### config.mk
export PLATFORM = sky130hd
export DESIGN_NAME = alu_arbiter
export DESIGN_NICKNAME = d
export VERILOG_FILES = /design/src/rtl/alu_arbiter.sv
export SDC_FILE = /design/constraint.sdc
export NUM_CORES = 1
export LEC_CHECK = 0
export BUFFER_PORTS_ARGS = -buffer_cell sky130_fd_sc_hd__buf_2
export CORE_MARGIN = 2
export CORE_UTILIZATION = 40
export CTS_BUF_LIST = sky130_fd_sc_hd__clkbuf_4 sky130_fd_sc_hd__clkbuf_8
export DETAILED_ROUTE_END_ITERATION = 8
export PLACE_DENSITY_LB_ADDON = 0.1
export SLEW_MARGIN = 20
export SYNTH_ARGS = -nofsm -noshare
export SYNTH_HDL_FRONTEND = slang
export SYNTH_SLANG_ARGS = --single-unit
### constraint.sdc
create_clock -name clk -period 3.6 [get_ports clk]
set_input_delay 0.18 -clock clk [delete_from_list [all_inputs] [get_ports clk]]
set_output_delay 0.18 -clock clk [all_outputs]
set_load 0.02 [all_outputs]
### src/rtl/alu_arbiter.sv
// rtl/alu_arbiter.sv - two-requester round-robin arbiter in front of a shared combinational ALU
//
// Purpose: accepts one operation at a time from requester 0 or 1, drives the
// shared ALU for one cycle, and holds the result for the owning requester
// until it is consumed.
// Ports:
//   clk, reset                      - clock, synchronous active-high reset
//   reqN_valid/ready/a/b/op         - request handshake and operands (N = 0, 1)
//   rspN_valid/ready/result/zero/err- response handshake and payload (N = 0, 1)
//   alu_srcA/srcB/control           - drive to the shared ALU (0 outside EXEC)
//   alu_result/alu_zero             - returned from the shared ALU
module alu_arbiter (
    input  logic        clk,
    input  logic        reset,
    input  logic        req0_valid,
    output logic        req0_ready,
    input  logic [31:0] req0_a,
    input  logic [31:0] req0_b,
    input  logic [3:0]  req0_op,
    input  logic        req1_valid,
    output logic        req1_ready,
    input  logic [31:0] req1_a,
    input  logic [31:0] req1_b,
    input  logic [3:0]  req1_op,
    output logic        rsp0_valid,
    input  logic        rsp0_ready,
    output logic [31:0] rsp0_result,
    output logic        rsp0_zero,
    output logic        rsp0_err,
    output logic        rsp1_valid,
    input  logic        rsp1_ready,
    output logic [31:0] rsp1_result,
    output logic        rsp1_zero,
    output logic        rsp1_err,
    output logic [31:0] alu_srcA,
    output logic [31:0] alu_srcB,
    output logic [3:0]  alu_control,
    input  logic [31:0] alu_result,
    input  logic        alu_zero
);

    localparam logic [1:0] S_IDLE = 2'd0;
    localparam logic [1:0] S_EXEC = 2'd1;
    localparam logic [1:0] S_RESP = 2'd2;

    logic [1:0]       state_q, state_d;
    logic             last_q, last_d;     // most recently granted requester
    logic             owner_q, owner_d;   // requester of the operation in flight
    logic [31:0]      a_q, a_d;
    logic [31:0]      b_q, b_d;
    logic [3:0]       op_q, op_d;
    logic [1:0]       rsp_valid_q, rsp_valid_d;
    logic [1:0][31:0] res_q, res_d;
    logic [1:0]       zero_q, zero_d;
    logic [1:0]       err_q, err_d;

    logic grant;
    logic any_valid;
    logic op_legal;
    logic owner_rsp_ready;

    // On a tie the requester that did not win last time gets the grant.
    assign any_valid = req0_valid | req1_valid;
    assign grant     = (req0_valid & req1_valid) ? ~last_q : req1_valid;

    always_comb begin
        op_legal = 1'b0;
        case (op_q)
            4'b0000, 4'b0001, 4'b0010, 4'b0011, 4'b0101: op_legal = 1'b1;
            default:                                     op_legal = 1'b0;
        endcase
    end

    assign owner_rsp_ready = owner_q ? rsp1_ready : rsp0_ready;

    // Ready is gated by reset so nothing looks accepted in a reset cycle.
    assign req0_ready = (state_q == S_IDLE) && any_valid && !grant && !reset;
    assign req1_ready = (state_q == S_IDLE) && any_valid &&  grant && !reset;

    always_comb begin
        state_d     = state_q;
        last_d      = last_q;
        owner_d     = owner_q;
        a_d         = a_q;
        b_d         = b_q;
        op_d        = op_q;
        rsp_valid_d = rsp_valid_q;
        res_d       = res_q;
        zero_d      = zero_q;
        err_d       = err_q;
        alu_srcA    = 32'd0;
        alu_srcB    = 32'd0;
        alu_control = 4'd0;

        case (state_q)
            S_IDLE: begin
                if (any_valid) begin
                    a_d     = grant ? req1_a  : req0_a;
                    b_d     = grant ? req1_b  : req0_b;
                    op_d    = grant ? req1_op : req0_op;
                    owner_d = grant;
                    last_d  = grant;
                    state_d = S_EXEC;
                end
            end
            S_EXEC: begin
                alu_srcA             = a_q;
                alu_srcB             = b_q;
                alu_control          = op_q;
                res_d[owner_q]       = alu_result;
                zero_d[owner_q]      = alu_zero;
                err_d[owner_q]       = !op_legal;
                rsp_valid_d[owner_q] = 1'b1;
                state_d              = S_RESP;
            end
            S_RESP: begin
                if (owner_rsp_ready) begin
                    rsp_valid_d[owner_q] = 1'b0;
                    state_d              = S_IDLE;
                end
            end
            default: state_d = S_IDLE;
        endcase
    end

    always_ff @(posedge clk) begin
        if (reset) begin
            state_q     <= S_IDLE;
            last_q      <= 1'b1;
            owner_q     <= 1'b0;
            a_q         <= 32'd0;
            b_q         <= 32'd0;
            op_q        <= 4'd0;
            rsp_valid_q <= 2'b00;
            res_q       <= '0;
            zero_q      <= 2'b00;
            err_q       <= 2'b00;
        end else begin
            state_q     <= state_d;
            last_q      <= last_d;
            owner_q     <= owner_d;
            a_q         <= a_d;
            b_q         <= b_d;
            op_q        <= op_d;
            rsp_valid_q <= rsp_valid_d;
            res_q       <= res_d;
            zero_q      <= zero_d;
            err_q       <= err_d;
        end
    end

    assign rsp0_valid  = rsp_valid_q[0];
    assign rsp1_valid  = rsp_valid_q[1];
    assign rsp0_result = res_q[0];
    assign rsp1_result = res_q[1];
    assign rsp0_zero   = zero_q[0];
    assign rsp1_zero   = zero_q[1];
    assign rsp0_err    = err_q[0];
    assign rsp1_err    = err_q[1];

endmodule

==> results_dict.tcl <==
set metrics [dict create \
    status "finished clean" \
    setup_viol 0 \
    clock_latency_ns 0.45 \
    syn_inst 720 \
    finalHoldViolations 0 \
    register_area_mm2 0.00284 \
    seqPwrFrac 0.469 \
    overflow 0 \
    grt_max_degree 73 \
    avgViaCountPerCell 5.06 \
    drc_errors 0 \
    async_flop_share 0 \
    layout_commonest_cell "buf_2" \
    gp_congestion 0.806 \
    final_cell_mix "314 x buf_2, 202 x nand2_1, 142 x dfxtp_1, 101 x dlygate4sd3_1, 70 x a21oi_1" \
    switching_power_mw 1.09 \
    synth-edff-count 0 \
    syn_to_final_growth_pct 49.2 \
    io_buffers 314 \
    drt_iter0_drc 399 \
    first_pass_iters 5 \
    die_h_um 127 \
    finalWirelength_mm 20.5 \
    clkTransAtPathRegs_ns 0.07 \
    hold_depth 3 \
    ant_nets 0 \
    ys.flop_type "dfxtp_1" \
    finalNonFillerCells 1294 \
    dp_cells 1160 \
    die_area_mm2 0.0161 \
    synthDistinctLibCells 29 \
    first_global_vias 6430 \
    post-dp-hpwl_mm 13.2 \
    antenna_found_initial 2 \
    p_comb_frac 0.195 \
    slew_violations 0 \
    worstPathArrival_ns 2.30 \
    clockPowerShare 0.336 \
    wl_per_cell_um 15.8 \
    fmax_ghz 0.403 \
    grt.total_usage 0.249 \
    slew_headroom 0.395 \
    core_mm2 0.0146 \
    num-fill-cells 1333 \
    fin_skew_ns 0.00969 \
    ir_worst_vdd_uv 222 \
    max_cap_violations 0 \
    timing.final.crit_share 0.689 \
    fin_util 0.614 \
    die_w_um 127 \
    cts_tree "built" \
    swShare 0.287 \
    end_kind "output port" \
    grt_pass1_wl_mm 32.1 \
    route.vias.total 6553 \
    rows 44 \
    p_int_mw 2.69 \
    synth_area_leader_cell "dfxtp_1" \
    reg2reg_depth 4 \
    start_util 0.412 \
    fin_crit_ns 2.48 \
    clockBufferDepth 2 \
    worst_pin_slew_ns 0.908 \
    drive_above_1_share 0.340 \
    avgSynthCellArea_um2 8.37 \
    start_kind "register" \
    htreeDepth 4 \
    synth_area_leaders "dfxtp_1 47%, nand2_1 13%, a221o_1 11%, and2_1 7.2%, a21oi_1 5.8%" \
    synth_area_mm2 0.00603 \
    rsz0062_at_grt "no" \
    synth_nets 895 \
    final_nets 1271 \
    postCtsSetupRepairBufs 0 \
    ys_seq_area_frac 0.472 \
    power_density_mw_per_mm2 420 \
    root_buffer "clkbuf_8" \
    multi_input_area_mm2 0.00282 \
    synth_seq_cells 142 \
    required_ns 3.42 \
    leakage_nw 4.23 \
    yosysWarnings 0 \
    tns_ns 0 \
    crit_fanout 45 \
    io_pins 315 \
    numCtsBuffers 17 \
    hold_class "input port to register" \
    cts_num_sinks 142 \
    crit_type "register to output port" \
    synth_top_area_share 0.472 \
]
[area by class of cell]
cell class              instances  area share
flip-flops and latches        142       0.316
multi-input cells             503       0.313
repair buffers                428       0.299
clock buffers                  21      0.0307
well taps                     184      0.0256
clock inverters                11      0.0129
inverters                       4     0.00167
diodes                          1    0.000278
[Yosys cell counts, types with 2 or more instances]
master and count:
a21oi_1 70, buf_2 24, nand2b_1 2, nor3_1 60
clkbuf_1 35, and2_1 69, dfxtp_1 142, a221o_1 68
nor3_2 9, inv_1 4, a211oi_1 5, nor2_1 3
buf_4 4, buf_6 8, nor3b_2 2, nand2_1 202
[routing by layer]
metal / wire length [µm] / track usage / vias up
li1: - / - / 3238
met1: 8230 / 0.290 / 3009
met2: 9990 / 0.423 / 256
met3: 1560 / 0.0738 / 50
met4: 686 / 0.115 / 0
met5: 0 / 0 / -
[path summary, 6_finish.rpt]
kind	from	end	slack, ns
min	reset	state_q[0]$_SDFFE_PP0P_	0.05
max	state_q[1]$_SDFFE_PP0P_	req1_ready	1.12
min reg2reg	rsp1_result[16]$_SDFFE_PP0P_	rsp1_result[16]$_SDFFE_PP0P_	0.45
max reg2reg	state_q[1]$_SDFFE_PP0P_	a_q[24]$_SDFFE_PP0N_	1.32
[flip-flops by register name (all words and copies together) (netlist names), named ones only]
| signal | count |
|---|---|
| state_q | 2 |
| b_q | 32 |
| last_q | 1 |
| owner_q | 1 |
| a_q | 32 |
| zero_q | 2 |
| rsp1_result | 32 |
| err_q | 2 |
| op_q | 4 |
| rsp0_result | 32 |
[worst max-delay path, stage by stage, from the launching register on]
cell     delay, ns
dfxtp_1       0.45
nor3_1        0.27
and3_2        0.82
buf_2         0.31
[through the flow]
stage / worst slack [ns] / power (mW) / hold WS [ns] / instance area [µm²]
after global placement: 1.39 / 2.45 / 0.404 / 7590
final: 1.12 / 3.78 / 0.0465 / 9000
after floorplan: 1.98 / 2.21 / 0.316 / 6030
after CTS: 1.08 / 3.80 / 0.0201 / 8990
after detailed placement: 1.36 / 2.45 / 0.407 / 7590
after global routing: 1.02 / 3.96 / 0.0503 / 9000
[logic make-up after synthesis]
logic type / after synthesis / synth area share
buffers and inverters: 75 / 0.0641
and+or+nand+nor: 355 / 0.280
AOI/OAI and AO/OA: 148 / 0.185
DFF: 142 / 0.472
[timing repair]
action	CTS	global route
gates resized for setup	0	0
hold endpoints to repair	134	0
hold buffers	101	0
[power groups by stage]
| stage | clock network (mW) | logic, mW | registers, mW |
|---|---|---|---|
| after floorplan | 0 | 0.388 | 1.82 |
| after global placement | 0 | 0.645 | 1.80 |
| after detailed placement | 0 | 0.652 | 1.80 |
| after CTS | 1.29 | 0.738 | 1.77 |
| after global routing | 1.37 | 0.801 | 1.79 |
| final | 1.27 | 0.736 | 1.77 |
Power figures use the tool's default switching activity.
